`src/rtl/sub_bytes_seq.sv`:
```
// Iterative AES SubBytes: substitutes COLS_PER_CYCLE 32-bit columns per clock
// through an arithmetic S-box (GF(2^8) inverse + affine), then holds the result.
module sub_bytes_seq #(
    parameter int COLS_PER_CYCLE = 1
) (
    input  logic         clk,
    input  logic         rst_n,
    input  logic         in_valid,
    output logic         in_ready,
    input  logic [127:0] state,
    output logic         out_valid,
    input  logic         out_ready,
    output logic [127:0] ostate,
    output logic         busy
);

    localparam int NUM_SBOX = 4 * COLS_PER_CYCLE;
    localparam int SEL_W    = 32 * COLS_PER_CYCLE;
    localparam int LAST_CNT = 4 - COLS_PER_CYCLE;
    localparam logic [127:0] SEL_MASK = ~({128{1'b1}} >> SEL_W);

    typedef enum logic [1:0] {IDLE, BUSY, DONE} fsm_t;

    fsm_t           r_fsm;
    logic [1:0]     r_col_cnt;
    logic [127:0]   r_state;
    logic [127:0]   r_ostate;
    logic           r_out_valid;

    logic [6:0]       w_base;
    logic [6:0]       w_shift;
    logic [SEL_W-1:0] w_cols;
    logic [SEL_W-1:0] w_sub;
    logic [127:0]     w_ins;
    logic [127:0]     w_mask;
    logic [127:0]     w_ostate_next;
    logic             w_last;

    function automatic logic [7:0] xtime(input logic [7:0] a);
        return {a[6:0], 1'b0} ^ (a[7] ? 8'h1b : 8'h00);
    endfunction

    function automatic logic [7:0] gf_mul(input logic [7:0] a, input logic [7:0] b);
        logic [7:0] acc;
        logic [7:0] p;
        acc = 8'h00;
        p   = a;
        for (int i = 0; i < 8; i++) begin
            if (b[i]) acc = acc ^ p;
            p = xtime(p);
        end
        return acc;
    endfunction

    // x^254 = x^-1; six square-and-multiply steps reach x^127, one final square.
    function automatic logic [7:0] gf_inv(input logic [7:0] x);
        logic [7:0] r;
        r = x;
        for (int i = 0; i < 6; i++) r = gf_mul(gf_mul(r, r), x);
        return gf_mul(r, r);
    endfunction

    function automatic logic [7:0] sbox(input logic [7:0] x);
        logic [7:0] v;
        v = gf_inv(x);
        return v ^ {v[6:0], v[7]} ^ {v[5:0], v[7:6]} ^ {v[4:0], v[7:5]}
                 ^ {v[3:0], v[7:4]} ^ 8'h63;
    endfunction

    // NOTE: every signal assigned in always_comb gets a default first, so no latch can form.
    always_comb begin
        w_shift = {r_col_cnt, 5'b00000};
        w_base  = 7'd127 - w_shift;
        w_cols  = r_state[w_base -: SEL_W];
        w_sub   = '0;
        for (int j = 0; j < NUM_SBOX; j++) begin
            w_sub[SEL_W-1-8*j -: 8] = sbox(w_cols[SEL_W-1-8*j -: 8]);
        end
        w_ins         = (128'(w_sub) << (128 - SEL_W)) >> w_shift;
        w_mask        = SEL_MASK >> w_shift;
        w_ostate_next = (r_ostate & ~w_mask) | w_ins;
        w_last        = (r_col_cnt == 2'(LAST_CNT));
    end

    // NOTE: state and datapath registers use non-blocking assignments and are all reset,
    // so an aborted block never leaves a visible partial result.
    always_ff @(posedge clk or negedge rst_n) begin
        if (!rst_n) begin
            r_fsm       <= IDLE;
            r_col_cnt   <= 2'd0;
            r_state     <= '0;
            r_ostate    <= '0;
            r_out_valid <= 1'b0;
        end else begin
            case (r_fsm)
                IDLE: begin
                    if (in_valid) begin
                        r_state   <= state;
                        r_col_cnt <= 2'd0;
                        r_fsm     <= BUSY;
                    end
                end
                BUSY: begin
                    r_ostate  <= w_ostate_next;
                    r_col_cnt <= r_col_cnt + 2'(COLS_PER_CYCLE);
                    if (w_last) begin
                        r_fsm       <= DONE;
                        r_out_valid <= 1'b1;
                    end
                end
                DONE: begin
                    if (out_ready) begin
                        r_out_valid <= 1'b0;
                        r_fsm       <= IDLE;
                    end
                end
                default: r_fsm <= IDLE;
            endcase
        end
    end

    assign in_ready  = (r_fsm == IDLE);
    assign busy      = (r_fsm != IDLE);
    assign out_valid = r_out_valid;
    assign ostate    = r_ostate;

endmodule

```
`config.mk`:
```
export PLATFORM = sky130hd
export DESIGN_NAME = sub_bytes_seq
export DESIGN_NICKNAME = d
export VERILOG_FILES = /design/src/rtl/sub_bytes_seq.sv
export SDC_FILE = /design/constraint.sdc
export NUM_CORES = 2
export LEC_CHECK = 0
export BUFFER_PORTS_ARGS = -buffer_cell sky130_fd_sc_hd__buf_2
export CORE_MARGIN = 8
export CORE_UTILIZATION = 40
export CTS_CLUSTER_DIAMETER = 120
export DETAILED_ROUTE_END_ITERATION = 8
export GPL_ROUTABILITY_DRIVEN = 0
export PLACE_DENSITY = 0.56
export SETUP_SLACK_MARGIN = 0.4
export SYNTH_ARGS = -nofsm -noshare
export SYNTH_HDL_FRONTEND = slang
export SYNTH_SLANG_ARGS = --single-unit
```
`constraint.sdc`:
```
create_clock -name clk -period 51.5 [get_ports clk]
set_input_delay 5.15 -clock clk [delete_from_list [all_inputs] [get_ports clk]]
set_output_delay 5.15 -clock clk [all_outputs]
set_load 0.03 [all_outputs]
```
==> flow_metrics.env <==
export IMPL_synth_most_common_cell="xnor2_1"
export IMPL_drt_wirelength_per_cell_microns=22.0
export IMPL_min_period_ps=29190
export IMPL_cts_setup_buffers=0
export IMPL_hold_viol_final=0
export IMPL_crit_top_cell="xnor3_1"
export IMPL_crit_path_end_kind="flop"
export IMPL_synth_flop_cell="dfrtp_1"
export IMPL_crit_fanout=42
export IMPL_nNetsFinal=7814
export IMPL_clockRootBuffer="clkbuf_16"
export IMPL_antenna_found_initial=2
export IMPL_hold_depth=2
export IMPL_grt_total_usage_pct=22.3
export IMPL_drtIter0Drc=5037
export IMPL_slew_viol_final=0
export IMPL_synth_edff_count=0
export IMPL_clock_skew_ps=21.5
export IMPL_start_kind="flop"
export IMPL_wl_microns=220000
export IMPL_cts_made_buffers=31
export IMPL_criticalPathCategory="flop to flop"
export IMPL_ys_top_cells_by_count="xnor2_1 (1255), nand2_1 (956), nor2_1 (785)"
export IMPL_portBuffers=262
export IMPL_syn_nets=7937
export IMPL_first_pass_iters=9
export IMPL_maxCapViolations=0
export IMPL_ctsHoldBuffers=0
export IMPL_drive_above_1_share_pct=15.9
export IMPL_synth_seq_cells=261
export IMPL_synthArstFlopShare_pct=100
export IMPL_r2r_cells=80
export IMPL_synth_area_sq_um=69600
export IMPL_die_area_sq_um=188000
export IMPL_cp_arrival_ps=29750
export IMPL_status="completed"
export IMPL_hpwl_microns=155000
export IMPL_setup_viol_count_final=0
export IMPL_postSynthAreaPerCell_sq_um=8.96
export IMPL_area_growth_pct=3.86
export IMPL_cts_resized=0
export IMPL_netlist_area_leader_share_pct=15.8
export IMPL_drtAntennaViolNets=0
export IMPL_period_share_pct=56.7
export IMPL_rows=153
export IMPL_core_area_sq_um=173000
export IMPL_pre_cts_ws_ps=22510
export IMPL_clk_pin_slew_worst_paths_ps=60
export IMPL_slew_headroom_pct=13.2
export IMPL_tns_ps=0
export IMPL_clk_latency_ps=640
export IMPL_cts_sinks=261
export IMPL_cts_max_level=1
export IMPL_vias=57197
export IMPL_grt_overflow=0
export IMPL_synth_distinct_cells=165
export IMPL_clock_path_buffers=3
export IMPL_fin_ws_ps=22310
export IMPL_grt_first_pass_wirelength_microns=340000
export IMPL_grt_pass1_vias=56164
export IMPL_yosysTopAreaCell="xnor2_1"
export IMPL_worst_pin_slew_ps=1290
export IMPL_cts_tree="yes"
export IMPL_worstPathRequired_ps=52070
export IMPL_hp_class="flop to flop"
export IMPL_cpPeakStageDelay_ps=1070
export IMPL_dieWidth_microns=433
export IMPL_fmax_ghz=0.0343
export IMPL_netlist_instances=7773
export IMPL_ys_warn_count=0
export IMPL_fp_dieH_microns=433
export IMPL_synthTopCellsByArea="xnor2_1 (16%), xnor3_1 (13%), dfrtp_1 (9.4%)"
export IMPL_grt_max_degree=76
export IMPL_drc=0
export IMPL_start_util_pct=40.1
export IMPL_grt_setup_unrepaired="no"
export IMPL_via_per_inst=5.72
export IMPL_yosysSeqAreaShare_pct=9.38
export IMPL_ios=263
export IMPL_cp_slowest_cell="xnor3_1"
-- metal layers --
| metal | part of all wire, % | wire, microns | global-route usage [%] |
|---|---|---|---|
| met5 | 0 | 0 | 0 |
| met4 | 4.0 | 8800 | 8.15 |
| met1 | 42 | 93400 | 29.1 |
| met3 | 4.9 | 10800 | 1.62 |
| met2 | 49 | 107000 | 38.8 |
-- registers in the layout, indices dropped and copies added (netlist names) --
name,count
ostate,128
out_valid,1
r_col_cnt,2
r_fsm,2
r_state,128
-- cells by family after synthesis --
group / after synthesis / synth area share, %
AND/OR/NAND/NOR: 2414 / 15.4
AO/OA/AOI/OAI: 1388 / 14.0
flip-flops: 261 / 9.38
adder cells (fa/ha/maj): 32 / 0.575
buffers and inverters: 664 / 6.08
XOR/XNOR: 2503 / 46.3
multiplexers: 511 / 8.33
-- layout make-up --
type,instances,area (sq um)
clock inverters,17,195
multi-input cells,6848,59000
repair buffers,415,2470
inverters,93,367
flip-flops and latches,261,6540
well taps,2325,2910
fillers,17230,101000
diodes,1,2.50
clock buffers,40,860
-- per-stage QoR --
step	hold slack, ps	util, %	cell area (sq um)	cells
after floorplan	475	-	69600	7773
after global placement	465	41.1	71300	9942
after detailed placement	470	41.1	71300	9942
after CTS	485	41.7	72300	9999
after global routing	511	41.7	72300	9999
final	482	41.7	72300	10000
-- placed cells by master, fill, tap and decap left out, types with 43 or more instances in the layout --
cell	synthesis	layout
a21oi_1	274	274
inv_1	60	60
xor2_1	443	443
xor2_2	54	54
xnor3_1	412	412
o221ai_1	44	44
xor3_1	66	66
nor3_1	166	164
xnor2_1	1255	1246
xnor3_2	61	61
mux2i_1	278	278
a22oi_1	71	71
o21ai_0	237	236
mux2_2	185	185
o22ai_1	87	87
nand2b_1	45	45
a22o_1	71	71
buf_4	33	153
nand3_1	136	136
o211ai_1	43	43
o21ai_1	94	92
nand2_1	956	952
xnor2_2	145	154
dfrtp_1	261	259
nor2_1	785	783
buf_2	100	261
-- critical path, delay by kind of cell, from the launching register on --
family / cells / cell delay, ps
xor+xnor: 41 / 17590
buf+inv: 10 / 2820
simple gates: 12 / 2640
fa+ha+maj: 6 / 2570
mux: 5 / 1450
compound gates: 6 / 1220
flops: 1 / 660
-- worst paths after layout --
kind / slack (ps) / to / start
min: 480 / ostate[64]$_DFFE_PN0P_ / ostate[64]$_DFFE_PN0P_
max in group asynchronous: 44900 / r_state[124]$_DFFE_PN0P_ / rst_n
max reg2reg: 22310 / ostate[66]$_DFFE_PN0P_ / r_col_cnt[0]$_DFFE_PN0P_
max: 22310 / ostate[66]$_DFFE_PN0P_ / r_col_cnt[0]$_DFFE_PN0P_
min in group asynchronous: 4500 / ostate[4]$_DFFE_PN0P_ / rst_n
min reg2reg: 480 / ostate[64]$_DFFE_PN0P_ / ostate[64]$_DFFE_PN0P_
Power is not shown: default switching activity piles up to over one toggle a cycle in this logic, so the estimate is an artifact.
